File: config.mk
export PLATFORM = sky130hd
export DESIGN_NAME = execute_muldiv_sequencer
export DESIGN_NICKNAME = d
export VERILOG_FILES = /design/src/rtl/execute_muldiv_sequencer.sv
export SDC_FILE = /design/constraint.sdc
export NUM_CORES = 1
export LEC_CHECK = 0
export CAP_MARGIN = 15
export CORE_MARGIN = 8
export CORE_UTILIZATION = 60
export DETAILED_ROUTE_END_ITERATION = 7
export PLACE_DENSITY = 0.83
export SKIP_LAST_GASP = 1
export SLEW_MARGIN = 20
export SYNTH_ARGS = -nofsm -noshare
export SYNTH_HDL_FRONTEND = slang
export SYNTH_SLANG_ARGS = --single-unit
File: constraint.sdc
create_clock -name i_Clk -period 4.8 [get_ports i_Clk]
set_clock_uncertainty 0.1 [all_clocks]
set_input_delay 0.72 -clock i_Clk [delete_from_list [all_inputs] [get_ports i_Clk]]
set_output_delay 0.72 -clock i_Clk [all_outputs]
set_load 0.03 [all_outputs]
File: src/rtl/execute_muldiv_sequencer.sv
// rtl/execute_muldiv_sequencer.sv - iterative radix-2 unsigned mul/div unit for the execute stage
// Shift-add multiply and restoring divide, one step per cycle, with stall/flush handshake.
module execute_muldiv_sequencer #(
  parameter int XLEN = 32
) (
  input  logic            i_Clk,
  input  logic            i_Reset,
  input  logic            i_Start,
  input  logic [1:0]      i_Op,
  input  logic [XLEN-1:0] i_SrcA,
  input  logic [XLEN-1:0] i_SrcB,
  input  logic            i_FlushE,
  output logic            o_StallReq,
  output logic            o_Busy,
  output logic            o_Done,
  output logic [XLEN-1:0] o_Result
);

  localparam int CNT_W = $clog2(XLEN) + 1;

  typedef enum logic [1:0] {
    S_IDLE = 2'd0,
    S_RUN  = 2'd1,
    S_DONE = 2'd2
  } state_t;

  localparam logic [1:0] OP_MUL   = 2'b00;
  localparam logic [1:0] OP_MULHU = 2'b01;
  localparam logic [1:0] OP_DIVU  = 2'b10;

  state_t            state_q, state_d;
  logic [CNT_W-1:0]  cnt_q, cnt_d;
  logic [1:0]        op_q, op_d;
  logic [XLEN-1:0]   opnd_q, opnd_d;
  logic [XLEN-1:0]   hi_q, hi_d;
  logic [XLEN-1:0]   lo_q, lo_d;
  logic [XLEN-1:0]   result_q, result_d;

  // hi/lo hold {product_hi, product_lo} for multiply and {rem, quo} for divide
  logic [XLEN:0]     mul_sum;
  logic [XLEN-1:0]   mul_hi, mul_lo;
  logic [XLEN:0]     rem_sh;
  logic              div_ge;
  logic [XLEN-1:0]   div_rem, div_quo;
  logic [XLEN-1:0]   step_hi, step_lo;
  logic              stall;

  always_comb begin
    mul_sum = {1'b0, hi_q} + (lo_q[0] ? {1'b0, opnd_q} : '0);
    mul_hi  = mul_sum[XLEN:1];
    mul_lo  = {mul_sum[0], lo_q[XLEN-1:1]};

    rem_sh  = {hi_q, lo_q[XLEN-1]};
    div_ge  = (rem_sh >= {1'b0, opnd_q});
    // remainder after a successful trial is below the divisor, so XLEN bits suffice
    div_rem = div_ge ? (rem_sh[XLEN-1:0] - opnd_q) : rem_sh[XLEN-1:0];
    div_quo = {lo_q[XLEN-2:0], div_ge};

    step_hi = op_q[1] ? div_rem : mul_hi;
    step_lo = op_q[1] ? div_quo : mul_lo;
  end

  always_comb begin
    state_d  = state_q;
    cnt_d    = cnt_q;
    op_d     = op_q;
    opnd_d   = opnd_q;
    hi_d     = hi_q;
    lo_d     = lo_q;
    result_d = result_q;
    stall    = 1'b0;

    case (state_q)
      S_IDLE: begin
        stall = i_Start & ~i_FlushE;
        if (stall) begin
          op_d  = i_Op;
          hi_d  = '0;
          cnt_d = CNT_W'(XLEN);
          if (i_Op[1]) begin
            opnd_d = i_SrcB;
            lo_d   = i_SrcA;
          end else begin
            opnd_d = i_SrcA;
            lo_d   = i_SrcB;
          end
          if (i_Op[1] && (i_SrcB == '0)) begin
            result_d = (i_Op == OP_DIVU) ? '1 : i_SrcA;
            state_d  = S_DONE;
          end else begin
            state_d  = S_RUN;
          end
        end
      end

      S_RUN: begin
        if (i_FlushE) begin
          state_d = S_IDLE;
        end else begin
          stall = 1'b1;
          cnt_d = cnt_q - CNT_W'(1);
          hi_d  = step_hi;
          lo_d  = step_lo;
          if (cnt_q == CNT_W'(1)) begin
            state_d = S_DONE;
            case (op_q)
              OP_MUL:   result_d = step_lo;
              OP_MULHU: result_d = step_hi;
              OP_DIVU:  result_d = step_lo;
              default:  result_d = step_hi;
            endcase
          end
        end
      end

      S_DONE: begin
        // i_Start still belongs to the completing instruction here
        state_d = S_IDLE;
      end

      default: begin
        state_d = S_IDLE;
      end
    endcase
  end

  always_ff @(posedge i_Clk or posedge i_Reset) begin
    if (i_Reset) begin
      state_q  <= S_IDLE;
      cnt_q    <= '0;
      op_q     <= '0;
      opnd_q   <= '0;
      hi_q     <= '0;
      lo_q     <= '0;
      result_q <= '0;
    end else begin
      state_q  <= state_d;
      cnt_q    <= cnt_d;
      op_q     <= op_d;
      opnd_q   <= opnd_d;
      hi_q     <= hi_d;
      lo_q     <= lo_d;
      result_q <= result_d;
    end
  end

  assign o_StallReq = stall & ~i_Reset;
  assign o_Busy     = (state_q == S_RUN);
  assign o_Done     = (state_q == S_DONE);
  assign o_Result   = result_q;

endmodule

After elaboration in Yosys (flattened, before gate mapping)
Cells that the tools add are included.
Word-level totals
  word-level logic and storage cells: 64
  input port bits: 70
  flip-flop bits (word level): 138
  output and inout port bits: 35
Cells by class
  add/sub/neg operators: 3
  equality and inequality tests: 10
  bitwise gates (word level): 4
  reduce and logical (&&, ||, !) cells: 10
  muxes and demuxes: 29
  order comparisons: 1
Operators by type and width (number)
  $mux W32: 16
  $pmux W32 S2: 3
  $add A32 B32 Y33: 1
  $ge A33 B32 Y1: 1
  $logic_not A32 Y1: 1
  $sub A32 B32 Y32: 1
  $mux W6: 2
  $pmux W6 S2: 1
  $mux W2: 4
  $eq A2 B2 Y1 const B: 3
  $eq A6 B1 Y1 const B: 1
  $ne A2 B2 Y1 const B: 3
  $sub A6 B1 Y6 const B: 1
  $reduce_and A5 Y1: 1
  $logic_not A2 Y1: 2
  $pmux W2 S2: 1
  $reduce_and A2 Y1: 2
  $ne A3 B2 Y1 const B: 1
  $reduce_and A3 Y1: 1
  $and A1 B1 Y1: 2
  $eq A2 B1 Y1 const B: 1
  $ne A2 B1 Y1 const B: 1
  $not A1 Y1: 2
  $pmux W1 S2: 1
  4 further kinds: 4

Depth between registers and ports, before layout
Gate-level depths: netlist of run 1.
  word-level depth: 7
  gate-level depth with buffers: 14
  depth with buffers taken out: 13

Worst setup path before layout of run 1
OpenSTA, ideal clock, no wires.
  kind: register to register
  start: register hi_q[12]
  end: register result_q[11], in the netlist o_Result[11]
  data required time: 4.574 ns
  cell stages (with the launch flop): 11
  data arrival time: 3.083 ns
  path slack: 1.491 ns
  cell sequence: dfrtp_1 ha_1 buf_2 nand4_2 nor3_2 nand4_1 o41a_1 a31oi_2 mux2_2 mux4_2 a221o_1
Between the ends
  longest elaborated chain between the ends: 7
  elaborated cells on any way between the ends: 8
RTL lines
  start: declaration: line 35  | logic [XLEN-1:0] hi_q, hi_d;
  start signal: assignment: line 141  | hi_q <= hi_d;
  $ge A33 B32 Y1: line 54  | div_ge = (rem_sh >= {1'b0, opnd_q});
  $mux W32: line 56  | div_rem = div_ge ? (rem_sh[XLEN-1:0] - opnd_q) : rem_sh[XLEN-1:0];
  $mux W32 *: line 59  | step_hi = op_q[1] ? div_rem : mul_hi;
  $mux W32 *: line 106  | case (op_q)
  $mux W32 *: line 104  | if (cnt_q == CNT_W'(1)) begin
  $mux W32 *: line 97  | if (i_FlushE) begin
  $pmux W32 S2 *: line 73  | case (state_q)
  end signal: assignment: line 143  | result_q <= result_d;
  end: declaration: line 37  | logic [XLEN-1:0] result_q, result_d;
Every way passes the cells marked *; elsewhere a longest branch is shown, timed or not. The select of a mux whose other input is x is not followed.
A chain may end at the register's enable or synchronous reset.

Worst setup path after layout of run 1
  start: register opnd_q[1]
  end: register result_q[12], in the netlist o_Result[12]
Between the ends
  longest elaborated chain between the ends: 7
  elaborated cells on any way between the ends: 10
RTL lines
  start: declaration: line 34  | logic [XLEN-1:0] opnd_q, opnd_d;
  start signal: assignment: line 140  | opnd_q <= opnd_d;
  $mux W32 (tied with other cells): line 49  | mul_sum = {1'b0, hi_q} + (lo_q[0] ? {1'b0, opnd_q} : '0);
  $add A32 B32 Y33 or $mux W32 (tied branches): line 49, 56
  $mux W32 *: line 59
  $mux W32 *: line 106
  $mux W32 *: line 104
  $mux W32 *: line 97
  $pmux W32 S2 *: line 73
Marks and branches as above.

==> flow_metrics.py, run 1 <==
metrics = {
    "sta": {
        "max_freq_ghz": 0.241,
        "period_share_pct": 86.3,
        "period_needed_ps": 4140,
        "hold_violations": 0,
        "drv_slew": 0,
        "fin_tns_setup_ps": 0,
        "hold_slack_ps": 405,
        "fin_ws_ps": 657,
        "rsz0062_at_grt": "false",
        "max_slew_margin_pct": 24.9,
        "setup_viol": 0,
        "tightest_slew_ps": 1130,
    },
    "global_routing": {
        "first_global_vias": 10900,
        "antenna_found_initial": 0,
        "grt_overflow": 0,
        "grt_use_total_pct": 32.0,
        "grt_start_max_net_pins": 98,
        "grt_pass1_wl_microns": 60800,
    },
    "die": {
        "start_util_pct": 60.5,
        "die_area_sq_mm": 0.0242,
        "fp-row-count": 51,
        "die_w_microns": 155,
        "core-area_sq_mm": 0.0193,
        "io-pin-count": 105,
        "die_y_microns": 155,
    },
    "clock_network": {
        "cts_resized": 0,
        "holdBufCountCts": 0,
        "clkLatencyLatePin_ps": 430,
        "cts_tree": "done",
        "htreeDepth": 4,
        "cts_setup_buffers": 0,
        "cts_root_buf": "clkbuf_16",
        "cts_made_buffers": 17,
        "clockBufferDepth": 2,
        "clkTransAtPathRegs_ps": 70,
        "cts_sinks": 138,
    },
    "detailed_routing": {
        "vias": 11700,
        "wire_per_inst_microns": 22.3,
        "wl_microns": 39200,
        "postRouteAntennaNets": 0,
        "drtPass1Iterations": 5,
        "drtIter0Drc": 1383,
        "route.detailed.drc": 0,
        "vias_per_cell": 6.64,
    },
    "critical_path": {
        "crit_chain": "inv_1 -> ha_1 -> nor2b_1 -> o2111ai_1 -> a311oi_1 -> o2111ai_1 -> a31oi_2 -> buf_4 -> mux2_2 -> nand2_1 -> o211ai_1 -> a221o_1",
        "path_class": "reg -> reg",
        "required_ps": 5000,
        "slowest_stage": "a31oi_2",
        "worst_setup_path_end_kind": "flop",
        "startpoint_type": "flop",
        "crit_top_cell": "o2111ai_1",
        "worst-path-buf-inv": 2,
        "path_max_fanout": 22,
        "critical-path-max-stage-delay_ps": 590,
        "arrival_ps": 4350,
        "path_delay_family": "compound AO/OA/AOI/OAI gates",
    },
    "power": {
        "finalPower_mw": 7.34,
        "vdd_drop_max_mv": 0.306,
        "power_density_mw_per_mm2": 549,
        "p_leak_nw": 6.08,
    },
    "synthesis": {
        "synth_area_leaders": "dfrtp_1, mux2i_1, ha_1",
        "syn-num-nets": 1573,
        "yosysWarnings": 0,
        "synthCells": 1435,
        "ys_seq_area_share_pct": 29.6,
        "ys_ff_latch": 138,
        "syn-cell-area_sq_mm": 0.0117,
        "synth.avg_cell_area_sq_um": 8.13,
        "yosys.area.top_type": "dfrtp_1",
        "yosys.area.top_type_share_pct": 29.6,
        "synthFlopType": "dfrtp_1",
        "synth_cell_types": 81,
        "async_reset_ff_share_pct": 100,
        "synth-edff-count": 0,
    },
    "layout": {
        "postLayoutCoreUtil_pct": 69.4,
        "drive_gt1_share_pct": 6.50,
        "final_cell_mix": "o21ai_0, nand2_1, dfrtp_1, a21oi_1, clkdlybuf4s50_1",
        "fin_cells": 1757,
        "diodes": 0,
        "mostFrequentLayoutCell": "o21ai_0",
        "fin_nets": 1618,
        "fin_area_sq_mm": 0.0134,
        "syn2layout_area_growth_pct": 14.6,
    },
    "place": {
        "dpl_cell_area_sq_mm": 0.0128,
        "dpl_worst_slack_ps": 743,
        "gp_congestion": 0.992,
        "dp_cells": 1726,
        "place_hpwl_microns": 28600,
        "port_buffers": 104,
    },
    "worst_hold_path": {
        "hold_class": "reg -> reg",
    },
    "run": {
        "maxCapViolCount": 0,
    },
    "outcome": {
        "status": "finished clean",
    },
}
cell usage after synthesis, drive strengths merged (4+ instances only):
| cell | n |
|---|---|
| o21ai | 169 |
| nand2 | 156 |
| dfrtp | 138 |
| a21oi | 112 |
| mux2i | 86 |
| nor2 | 83 |
| clkbuf | 76 |
| ha | 66 |
| inv | 57 |
| a211oi | 48 |
| a21o | 42 |
| and2 | 40 |
| nor2b | 25 |
| xnor2 | 25 |
| xor2 | 23 |
| mux2 | 22 |
| nor3 | 21 |
| buf | 20 |
| nand3 | 19 |
| a31oi | 17 |
| nand4 | 15 |
| a22o | 13 |
| nand2b | 11 |
| o31ai | 11 |
| a211o | 10 |
| o21a | 10 |
| o211ai | 9 |
| o2111ai | 8 |
| or3 | 7 |
| a31o | 6 |
| and3 | 6 |
| nor3b | 6 |
| nor4 | 6 |
| o22ai | 6 |
| a2111oi | 5 |
| a221o | 5 |
| o21bai | 4 |
| or2 | 4 |
cell type report:
| type | instances | area, sq um |
|---|---|---|
| Multi-Input combinational cell | 1143 | 7640 |
| Clock buffer | 19 | 443 |
| Fill cell | 1567 | 5900 |
| Timing Repair Buffer | 122 | 1170 |
| Tap cell | 265 | 332 |
| Clock inverter | 12 | 95.1 |
| Sequential cell | 138 | 3460 |
| Inverter | 58 | 223 |
final timing paths:
path,slack [ps],to,start,cells past startpoint
worst max-delay path,660,o_Result[12]$_DFFE_PP0P_,opnd_q[1]$_DFFE_PP0P_,12
worst min-delay path,400,cnt_q[1]$_DFFE_PP0P_,cnt_q[1]$_DFFE_PP0P_,2
worst min register to register,400,cnt_q[1]$_DFFE_PP0P_,cnt_q[1]$_DFFE_PP0P_,2
max in group asynchronous,2890,o_Result[10]$_DFFE_PP0P_,i_Reset,3
min in group asynchronous,780,o_Result[28]$_DFFE_PP0P_,i_Reset,2
worst max register to register,660,o_Result[12]$_DFFE_PP0P_,opnd_q[1]$_DFFE_PP0P_,12
worst reg2reg max path, stage by stage (launching register included):
cell and delay [ps]:
dfrtp_1 380, inv_1 90, ha_1 290, nor2b_1 230, o2111ai_1 160, a311oi_1 520
o2111ai_1 330, a31oi_2 590, buf_4 430, mux2_2 390, nand2_1 80, o211ai_1 110
a221o_1 320
kinds of logic after synthesis:
group | after synthesis | share of synthesized area [%]
fa+ha+maj | 68 | 7.42
buf+inv | 154 | 5.09
compound gates | 504 | 27.4
mux | 109 | 9.70
flops | 138 | 29.6
xor+xnor | 48 | 3.61
simple gates | 414 | 17.1
metal layers:
metal	GRT usage (%)	wire length (microns)	vias to the layer above
met5	0	0	-
met4	12.3	1330	0
met3	6.85	4260	101
met2	46.5	16600	695
met1	45.5	17000	5551
li1	-	-	5319
power by group:
group	leakage [nW]	switching, mW	internal, mW
sequential	1.75	0.408	1.53
clock	0.236	0.552	0.675
combinational	4.10	2.56	1.62
state kept, by name, indices dropped and copies added (netlist names):
| signal | flops |
|---|---|
| hi_q | 32 |
| lo_q | 32 |
| o_Result | 32 |
| opnd_q | 32 |
| cnt_q | 6 |
| op_q | 2 |
| state_q | 2 |
(Power assumes the default switching activity.)
==> run 2: changes to the inputs <==
SLEW_MARGIN = 5   (was 20)
TNS_END_PERCENT = 30   (was not set)
==> results of run 2 <==
No change in the layout: final DEF, timing and power equal those of run 1.
